==> config.mk <==
export PLATFORM = sky130hd
export DESIGN_NAME = multicycle_ctrl
export DESIGN_NICKNAME = d
export VERILOG_FILES = /design/src/rtl/multicycle_ctrl.sv
export SDC_FILE = /design/constraint.sdc
export NUM_CORES = 1
export LEC_CHECK = 0
export BUFFER_PORTS_ARGS = -buffer_cell sky130_fd_sc_hd__buf_2
export CORE_UTILIZATION = 35
export DETAILED_ROUTE_END_ITERATION = 7
export SYNTH_ARGS = -nofsm -noshare
export SYNTH_HDL_FRONTEND = slang
export SYNTH_SLANG_ARGS = --single-unit
==> constraint.sdc <==
create_clock -name clk -period 3.88 [get_ports clk]
set_input_delay 0.194 -clock clk [delete_from_list [all_inputs] [get_ports clk]]
set_output_delay 0.194 -clock clk [all_outputs]
set_load 0.1 [all_outputs]
==> src/rtl/multicycle_ctrl.sv <==
// ---------------------------------------------------------------------------
// multicycle_ctrl
//
// Multi-cycle control unit for the RV32I core. Each instruction moves through
// FETCH -> DECODE -> EXEC -> (MEM | MULDIV) -> WB. Instruction and data memory
// use req/ack handshakes. The unit drives the datapath control encodings and
// counts retired instructions.
//
// Optional feature: define MULDIV_EN to add the MULDIV state, its latency
// counter and the MULDIV_LAT parameter. When it is defined, an R-type with
// funct7_0=1 goes through MULDIV. Without it, funct7_0 is ignored and
// muldiv_busy is tied low.
//
// Parameters:
//   MULDIV_LAT  execute cycles of a MUL/DIV op (>=1), MULDIV_EN builds only
//   CNT_W       width of the retire counter
//
// Ports:
//   clk, rst_n          rising-edge clock, asynchronous active-low reset
//   opcode, funct7_0    instruction[6:0] and instruction[25] from the IR
//   imem_req/imem_ack   instruction fetch handshake
//   dmem_req/dmem_ack   data access handshake
//   ir_we, pc_we        IR load strobe and PC update strobe
//   alu_op .. branch    registered datapath control encodings
//   mem_read/mem_write  load or store in progress (MEM state only)
//   reg_write           register file write strobe (WB state only)
//   muldiv_busy         MUL/DIV executing
//   illegal, retire     unsupported-opcode pulse, instruction-complete pulse
//   retire_cnt          retired-instruction count, wraps to zero
// ---------------------------------------------------------------------------
module multicycle_ctrl #(
`ifdef MULDIV_EN
  parameter int MULDIV_LAT = 4,
`endif
  parameter int CNT_W = 32
) (
  input  logic             clk,
  input  logic             rst_n,
  input  logic [6:0]       opcode,
  input  logic             funct7_0,
  output logic             imem_req,
  input  logic             imem_ack,
  output logic             dmem_req,
  input  logic             dmem_ack,
  output logic             ir_we,
  output logic             pc_we,
  output logic [2:0]       alu_op,
  output logic             alu_src,
  output logic             pc_to_reg_src,
  output logic [2:0]       imm_type,
  output logic             rd_src,
  output logic             mem_to_reg,
  output logic             mem_read,
  output logic             mem_write,
  output logic             reg_write,
  output logic [1:0]       branch,
  output logic             muldiv_busy,
  output logic             illegal,
  output logic             retire,
  output logic [CNT_W-1:0] retire_cnt
);

  typedef enum logic [2:0] {
    FETCH  = 3'd0,
    DECODE = 3'd1,
    EXEC   = 3'd2,
    MEM    = 3'd3,
    WB     = 3'd4
`ifdef MULDIV_EN
    , MULDIV = 3'd5
`endif
  } state_t;

  // Instruction classes that steer the sequencing after DECODE.
  typedef enum logic [2:0] {
    CL_ILLEGAL = 3'd0,
    CL_RTYPE   = 3'd1,
    CL_LOAD    = 3'd2,
    CL_STORE   = 3'd3,
    CL_BRANCH  = 3'd4,
    CL_OTHER   = 3'd5
  } cls_t;

  typedef struct packed {
    logic [2:0] alu_op;
    logic       alu_src;
    logic       pc_to_reg_src;
    logic [2:0] imm_type;
    logic       rd_src;
    logic       mem_to_reg;
    logic [1:0] branch;
  } ctl_t;

  // Reset and unsupported-opcode value of the decode outputs.
  localparam ctl_t CTL_DEFAULT = '{
    alu_op: 3'd4, alu_src: 1'b0, pc_to_reg_src: 1'b0, imm_type: 3'd0,
    rd_src: 1'b0, mem_to_reg: 1'b0, branch: 2'd0
  };

  // Map an opcode to the class that selects its path through the FSM.
  function automatic cls_t classify(input logic [6:0] op);
    cls_t c;
    case (op)
      7'b0110011: c = CL_RTYPE;
      7'b0000011: c = CL_LOAD;
      7'b0100011: c = CL_STORE;
      7'b1100011: c = CL_BRANCH;
      7'b0010011, 7'b1100111, 7'b0010111,
      7'b0110111, 7'b1101111: c = CL_OTHER;
      default:    c = CL_ILLEGAL;
    endcase
    return c;
  endfunction

  // Datapath control encodings for each supported opcode. Only R-type and
  // branch take rs2 as the ALU source; only loads write back memory data.
  function automatic ctl_t decode_ctl(input logic [6:0] op);
    ctl_t c;
    c = CTL_DEFAULT;
    case (op)
      7'b0110011: begin // R-type
        c.alu_op = 3'd0; c.alu_src = 1'b1; c.imm_type = 3'd5; c.mem_to_reg = 1'b1;
      end
      7'b0000011: begin // load
        c.alu_op = 3'd4; c.imm_type = 3'd0; c.mem_to_reg = 1'b0;
      end
      7'b0010011: begin // I-arith
        c.alu_op = 3'd1; c.imm_type = 3'd0; c.mem_to_reg = 1'b1;
      end
      7'b1100111: begin // JALR
        c.alu_op = 3'd4; c.imm_type = 3'd0; c.rd_src = 1'b1;
        c.mem_to_reg = 1'b1; c.branch = 2'd1;
      end
      7'b0100011: begin // store
        c.alu_op = 3'd4; c.imm_type = 3'd1; c.mem_to_reg = 1'b1;
      end
      7'b1100011: begin // branch
        c.alu_op = 3'd2; c.alu_src = 1'b1; c.pc_to_reg_src = 1'b1;
        c.imm_type = 3'd2; c.rd_src = 1'b1; c.mem_to_reg = 1'b1; c.branch = 2'd2;
      end
      7'b0010111: begin // AUIPC
        c.alu_op = 3'd4; c.pc_to_reg_src = 1'b1; c.imm_type = 3'd3;
        c.rd_src = 1'b1; c.mem_to_reg = 1'b1;
      end
      7'b0110111: begin // LUI
        c.alu_op = 3'd3; c.imm_type = 3'd3; c.mem_to_reg = 1'b1;
      end
      7'b1101111: begin // JAL
        c.alu_op = 3'd4; c.imm_type = 3'd4; c.rd_src = 1'b1;
        c.mem_to_reg = 1'b1; c.branch = 2'd3;
      end
      default: c = CTL_DEFAULT;
    endcase
    return c;
  endfunction

  state_t           state_r, next_state_s;
  cls_t             cls_r, op_cls_s;
  ctl_t             ctl_r;
  logic             imem_req_r, dmem_req_r, mem_read_r, mem_write_r, reg_write_r;
  logic             ir_we_s, pc_we_s, retire_s, illegal_s;
  logic [CNT_W-1:0] retire_cnt_r;

  assign op_cls_s = classify(opcode);

`ifdef MULDIV_EN
  localparam int MD_W = (MULDIV_LAT > 1) ? $clog2(MULDIV_LAT) : 1;
  logic [MD_W-1:0] md_cnt_r;
  logic            muldiv_busy_r;
`else
  // funct7_0 has no function in this build.
  logic unused_s;
  assign unused_s = funct7_0;
`endif

  // Next-state and handshake-dependent strobes. Strobes that react to an ack
  // or to the freshly loaded opcode must be combinational to land in the
  // same cycle.
  always_comb begin
    next_state_s = state_r;
    ir_we_s      = 1'b0;
    pc_we_s      = 1'b0;
    retire_s     = 1'b0;
    illegal_s    = 1'b0;
    case (state_r)
      FETCH: begin
        // imem_req_r gates the ack so the idle cycle after reset ignores it.
        if (imem_req_r && imem_ack) begin
          ir_we_s      = 1'b1;
          next_state_s = DECODE;
        end else begin
          next_state_s = FETCH;
        end
      end
      DECODE: begin
        if (op_cls_s == CL_ILLEGAL) begin
          illegal_s    = 1'b1;
          pc_we_s      = 1'b1;
          next_state_s = FETCH;
        end else begin
          next_state_s = EXEC;
        end
      end
      EXEC: begin
        case (cls_r)
          CL_LOAD, CL_STORE: next_state_s = MEM;
          CL_BRANCH: begin
            pc_we_s      = 1'b1;
            retire_s     = 1'b1;
            next_state_s = FETCH;
          end
`ifdef MULDIV_EN
          CL_RTYPE: begin
            if (funct7_0) begin
              next_state_s = MULDIV;
            end else begin
              next_state_s = WB;
            end
          end
`endif
          default: next_state_s = WB;
        endcase
      end
      MEM: begin
        if (dmem_ack) begin
          if (cls_r == CL_STORE) begin
            pc_we_s      = 1'b1;
            retire_s     = 1'b1;
            next_state_s = FETCH;
          end else begin
            next_state_s = WB;
          end
        end else begin
          next_state_s = MEM;
        end
      end
`ifdef MULDIV_EN
      MULDIV: begin
        if (md_cnt_r == '0) begin
          next_state_s = WB;
        end else begin
          next_state_s = MULDIV;
        end
      end
`endif
      WB: begin
        pc_we_s      = 1'b1;
        retire_s     = 1'b1;
        next_state_s = FETCH;
      end
      default: next_state_s = FETCH;
    endcase
  end

  // State register.
  always_ff @(posedge clk or negedge rst_n) begin
    if (!rst_n) begin
      state_r <= FETCH;
    end else begin
      state_r <= next_state_s;
    end
  end

  // Decode registers: captured once in DECODE, held until the next DECODE.
  always_ff @(posedge clk or negedge rst_n) begin
    if (!rst_n) begin
      ctl_r <= CTL_DEFAULT;
      cls_r <= CL_ILLEGAL;
    end else if (state_r == DECODE) begin
      ctl_r <= decode_ctl(opcode);
      cls_r <= op_cls_s;
    end else begin
      ctl_r <= ctl_r;
      cls_r <= cls_r;
    end
  end

  // Per-state level outputs, registered from the next state so they are low
  // during reset and drop the cycle after the terminating ack.
  always_ff @(posedge clk or negedge rst_n) begin
    if (!rst_n) begin
      imem_req_r  <= 1'b0;
      dmem_req_r  <= 1'b0;
      mem_read_r  <= 1'b0;
      mem_write_r <= 1'b0;
      reg_write_r <= 1'b0;
    end else begin
      imem_req_r  <= (next_state_s == FETCH);
      dmem_req_r  <= (next_state_s == MEM);
      mem_read_r  <= (next_state_s == MEM) && (cls_r == CL_LOAD);
      mem_write_r <= (next_state_s == MEM) && (cls_r == CL_STORE);
      reg_write_r <= (next_state_s == WB);
    end
  end

`ifdef MULDIV_EN
  // MUL/DIV latency counter: loads LAT-1 on entry, leaves at zero.
  always_ff @(posedge clk or negedge rst_n) begin
    if (!rst_n) begin
      md_cnt_r <= '0;
    end else if ((state_r == EXEC) && (next_state_s == MULDIV)) begin
      md_cnt_r <= MD_W'(MULDIV_LAT - 1);
    end else if ((state_r == MULDIV) && (md_cnt_r != '0)) begin
      md_cnt_r <= md_cnt_r - MD_W'(1'b1);
    end else begin
      md_cnt_r <= md_cnt_r;
    end
  end

  // Busy flag for the MULDIV state; cleared asynchronously by reset.
  always_ff @(posedge clk or negedge rst_n) begin
    if (!rst_n) begin
      muldiv_busy_r <= 1'b0;
    end else begin
      muldiv_busy_r <= (next_state_s == MULDIV);
    end
  end

  assign muldiv_busy = muldiv_busy_r;
`else
  assign muldiv_busy = 1'b0;
`endif

  // Retired-instruction counter, wraps naturally.
  always_ff @(posedge clk or negedge rst_n) begin
    if (!rst_n) begin
      retire_cnt_r <= '0;
    end else if (retire_s) begin
      retire_cnt_r <= retire_cnt_r + CNT_W'(1'b1);
    end else begin
      retire_cnt_r <= retire_cnt_r;
    end
  end

  assign imem_req      = imem_req_r;
  assign dmem_req      = dmem_req_r;
  assign mem_read      = mem_read_r;
  assign mem_write     = mem_write_r;
  assign reg_write     = reg_write_r;
  assign ir_we         = ir_we_s;
  assign pc_we         = pc_we_s;
  assign retire        = retire_s;
  assign illegal       = illegal_s;
  assign retire_cnt    = retire_cnt_r;
  assign alu_op        = ctl_r.alu_op;
  assign alu_src       = ctl_r.alu_src;
  assign pc_to_reg_src = ctl_r.pc_to_reg_src;
  assign imm_type      = ctl_r.imm_type;
  assign rd_src        = ctl_r.rd_src;
  assign mem_to_reg    = ctl_r.mem_to_reg;
  assign branch        = ctl_r.branch;

endmodule

# After elaboration in Yosys (flattened, before gate mapping)
# Cells that the tools add are included.
[word_totals]
regBits = 55
input_bits = 12
out_inout_bits = 54
elab_cells = 70
[op_classes]
add_sub_neg = 1
n_eq_ne = 18
muxes = 23
reduce_logical = 13
[ops]
columns = ["cell", "n"]
rows = [
  ["adder 32 x 1 -> 32 bit (second input constant)", 1],
  ["one-hot mux 3 bit (5 select lines)", 2],
  ["one-hot mux 3 bit (4 select lines)", 2],
  ["equality test 7 x 6 -> 1 bit (second input constant)", 3],
  ["equality test 7 bit (second input constant)", 3],
  ["equality test 3 x 2 -> 1 bit (second input constant)", 5],
  ["equality test 7 x 5 -> 1 bit (second input constant)", 2],
  ["two-way mux 1 bit", 12],
  ["equality test 3 bit (second input constant)", 3],
  ["logical NOT 3 bit", 3],
  ["OR reduction 2 bit", 4],
  ["OR reduction 8 bit", 1],
  ["equality test 7 x 2 -> 1 bit (second input constant)", 1],
  ["two-way mux 3 bit", 2],
  ["one-hot mux 2 bit (3 select lines)", 1],
  ["one-hot mux 3 bit (2 select lines)", 1],
  ["OR reduction 5 bit", 1],
  ["one-hot mux 1 bit (4 select lines)", 1],
  ["OR reduction 4 bit", 1],
  ["equality test 3 x 1 -> 1 bit (second input constant)", 1],
  ["logical AND 1 bit", 3],
  ["one-hot mux 1 bit (3 select lines)", 1],
  ["two-way mux 2 bit", 1],
]

# Longest topological paths before layout
[depth]
word_depth = 8
mapped_depth = 6
mapped_depth_nobuf = 5

# Worst setup path before layout
# OpenSTA, ideal clock, no wires.
[synth_timing]
path_kind = "register to output"
start = "reg cls_r[1]"
end = "out pc_we"
arrival_ns = 2.873
required_ns = 3.686
slack_ns = 0.813
path_stages_with_launch = 6
path_buffers = 1
path_cell_list = "dfrtp_1 > or3b_1 > o31a_1 > buf_6 > nand2_1 > o21bai_1"
[synth_via]
elab_chain_cells = 4
word_cells_on_any_way = 6
classes_between = "eq/ne (2); mux (4)"
[synth_rtl]
columns = ["element", "line", "text"]
rows = [
  ["start: declaration", "158", "cls_t cls_r, op_cls_s;"],
  ["start signal: assignment", "271", "cls_r <= op_cls_s;"],
  ["start signal: assignment", "274", "cls_r <= cls_r;"],
  ["equality test 3 x 2 -> 1 bit", "226", "if (cls_r == CL_STORE) begin"],
  ["two-way mux 1 bit", "226", ""],
  ["two-way mux 1 bit", "225", "if (dmem_ack) begin"],
  ["one-hot mux 1 bit (4 select lines) *", "185", "case (state_r)"],
  ["end: declaration", "46", "output logic pc_we,"],
]
# Every way passes the cells marked *; elsewhere a longest branch is shown, timed or not.

# Worst setup path in the final report
# Same ends and word-level chain as after synthesis.

==> metrics.md <==
| Metric | Value |
|---|---|
| Status | `completed` |
| Hold buffer count at cts | `1` |
| Sequential area share after synthesis | `0.478` |
| Fraction of layout instances using a drive strength above 1 | `0.293` |
| Worst-path cell chain | `or3b_1, o31a_1, buf_4, nand2_1, o21bai_1, buf_2` |
| Library cells used by synthesis | `47` |
| Root Driver | `clkbuf_8` |
| CP Launch Type | `register` |
| Final period demand of the worst path | `around 2700 ps` |
| 1st-iter DRT viols | `66` |
| Power Density | `~410 nW/um^2` |
| Post-Synthesis Cells | `between 200 and 300` |
| Top post-synthesis cells by count | `dfrtp_1, nand2_1, xor2_1` |
| Worst-Margin Slew | `895 ps` |
| Crit Reg-Reg Startpoint | `cls_r[1]` |
| Tot Pwr | `between 1 and 1.5 mW` |
| PortBufs | `63` |
| Post-layout nets | `about 340` |
| Post-synth top area cell | `dfrtp_1` |
| Post-synth top area share | `0.469` |
| Final period util | `0.701` |
| H-tree depth | `2` |
| Crit path largest cell delay | `450 ps` |
| Cell area after layout | `~3400 um^2` |
| CP Depth | `6` |
| Buf/Inv on CP | `2` |
| P_leak | `1.24 nW` |
| Post_cts resized | `0` |
| CTS Buf Count | `5` |
| Clock Skew | `6.82 ps` |
| Worst vdd ir | `0.342 mV` |
| Drt pass-1 iters | `4` |
| Inserted Diodes | `0` |
| Placed cells | `422` |
| RSZ-0062 raised after global routing | `no` |
| Synth-to-Final Area Change | `16.8%` |
| Top cells by area, synth | `dfrtp_1, a2111oi_2, xor2_1` |
| Post-route insts no fill | `430` |
| Hold Path Depth | `3` |
| Routed Antenna Nets | `0` |
| I/O Pins | `66` |
| Via density | `between 5 and 6` |
| Initial antenna violation count | `0` |
| Worst r2r dst | `retire_cnt[6]` |
| Largest net degree at the start of global routing | `32` |
| Clock Pin Slew Worst Setup and Hold Paths | `90 ps` |
| Chip height | `92.8 um` |
| Hold path startpoint | `dmem_ack` |
| Gr ovfl total | `0` |
| Mapped Area | `2880 um^2` |
| Count leader, synth | `dfrtp_1` |
| Post-Route Setup TNS | `0 ps` |
| CTS sink count | `55` |
| Worst min-delay path class | `in2reg` |
| Crit path DAT | `roughly 2500 ps` |
| Core box area | `7850 um^2` |
| FF-to-FF path depth | `5` |
| First-pass GRT wire length | `10.2 mm` |
| Detailed Route WL | `between 6 and 7 mm` |
| Slew Viols, Final | `0` |
| GRT Resource Usage Total | `0.150` |
| Worst skew pair latency | `300 ps` |
| Avg Inst Size Synth | `about 11 um^2` |
| Max FFs per register | `32` |
| Post-synth EDFFs | `0` |
| Gp weighted congestion | `0.845` |
| Yosys warns | `0` |
| Slew HR | `0.402` |
| Final hold violation count | `0` |
| CP Capture Type | `output port` |
| Vias | `2,213` |
| Placed inst area | `3270 um^2` |
| Post-synth ARST share | `1.00` |
| CP max-delay cell | `buf_2` |
| Max frequency | `between 300 and 400 MHz` |
| Postcts setup bufs | `0` |
| Die area | `about 8600 um^2` |
| Floorplan row count | `32` |
| Post-DP HPWL | `~4.4 mm` |
| Flops & latches, synth | `55` |
| Initial Util | `0.367` |
| Max Cap Viol | `0` |
| TritonCTS clock tree | `yes` |
| Mapped Nets | `~280` |
| Worst path top cell family by delay | `buffers and inverters` |
| # DRC | `0` |
| Critical setup path kind | `reg2out` |
| # fillers | `a little over 800` |
| Number of global-route vias before repair | `2,025` |
| Top_reg_cell synth | `dfrtp_1` |
| Clock Path Buffers | `2` |
| Hold slack | `195 ps` |
| WL per Instance | `~14 um` |
| Setup violations, final | `0` |
| Die W | `around 93 um` |
| R2R Setup Slk | `1730 ps` |
| Largest fanout on the critical path | `31` |
| Min-Delay Endpoint | `reg_write` |
| CP required | `around 3700 ps` |
==> layout by cell type (no fill, tap or decap), types with 2 or more instances in the layout <==
| cell type | netlist | routed |
|---|---|---|
| a2111oi_2 | 17 | 17 |
| buf_4 | 1 | 3 |
| nand3_1 | 11 | 11 |
| o21ai_0 | 11 | 11 |
| clkbuf_8 | 0 | 6 |
| nor3_1 | 5 | 5 |
| buf_2 | 4 | 63 |
| nand3b_1 | 3 | 3 |
| nor3b_1 | 2 | 2 |
| a21oi_1 | 10 | 10 |
| and2_1 | 2 | 2 |
| nor2b_1 | 4 | 4 |
| dfrtp_1 | 54 | 54 |
| a211oi_1 | 11 | 11 |
| or4_1 | 2 | 2 |
| xnor2_1 | 7 | 7 |
| a22o_1 | 2 | 2 |
| o21bai_1 | 2 | 2 |
| and4_1 | 4 | 4 |
| nand2_1 | 26 | 26 |
| inv_1 | 9 | 9 |
| and3b_1 | 3 | 3 |
| o31a_1 | 2 | 2 |
| nand4_1 | 6 | 6 |
| nor2_1 | 9 | 9 |
| xor2_1 | 24 | 24 |
| mux2_2 | 2 | 2 |
| nand2b_1 | 8 | 8 |
==> layout make-up <==
cell class | count | area, um^2 | area share
repair buffers | 67 | 348 | 0.103
clock buffers | 6 | 82.6 | 0.0245
well taps | 102 | 128 | 0.0379
inverters | 9 | 33.8 | 0.0100
clock inverters | 1 | 5.00 | 0.00149
multi-input cells | 190 | 1390 | 0.413
flip-flops and latches | 55 | 1380 | 0.409
==> worst reg2reg max path, stage by stage (launching register included) <==
cell	delay (ps)
dfrtp_1	420
or3b_1	400
o31a_1	290
buf_4	260
a2111oi_0	540
xor2_1	120
==> through the flow <==
| step | setup WS [ps] | utilization |
|---|---|---|
| global placement | 1450 | 0.416 |
| CTS | 1110 | 0.429 |
| floorplan | 813 | - |
| global route | 1020 | 0.429 |
| detailed placement | 1450 | 0.416 |
| finish | 1160 | 0.429 |
==> worst max path at each step <==
stage,start,end,slack (ps)
6_report,cls_r[1],pc_we,1160
5_1_grt,cls_r[1],pc_we,1020
4_1_cts,cls_r[1],pc_we,1110
3_5_place_dp,cls_r[1],pc_we,1450
3_3_place_gp,cls_r[1],pc_we,1450
2_1_floorplan,cls_r[1],pc_we,810
==> routing by layer <==
metal  part of all wire  routed length (um)  track usage
met1               0.50                3020        0.213
met2               0.45                2730        0.231
met3              0.035                 214       0.0296
met4              0.014                  82       0.0462
met5                  0                   0            0
==> power breakdown <==
part	total, mW	internal [mW]	switching [mW]	leakage [nW]
Sequential	0.632	0.602	0.0308	0.631
Combinational	0.416	0.0720	0.344	0.565
Clock	0.322	0.141	0.181	0.0470
==> kinds of logic (layout without fill, tap and decap cells) <==
group,Yosys count,after routing,synth area share
xor+xnor,31,31,0.0942
mux,2,2,0.00781
simple gates,92,92,0.175
compound gates,63,63,0.200
flops,55,55,0.478
fa+ha+maj,1,1,0.00434
buf+inv,24,83,0.0395
other cells,1,1,0.00130
No activity file was read; power rests on OpenSTA's default activity.
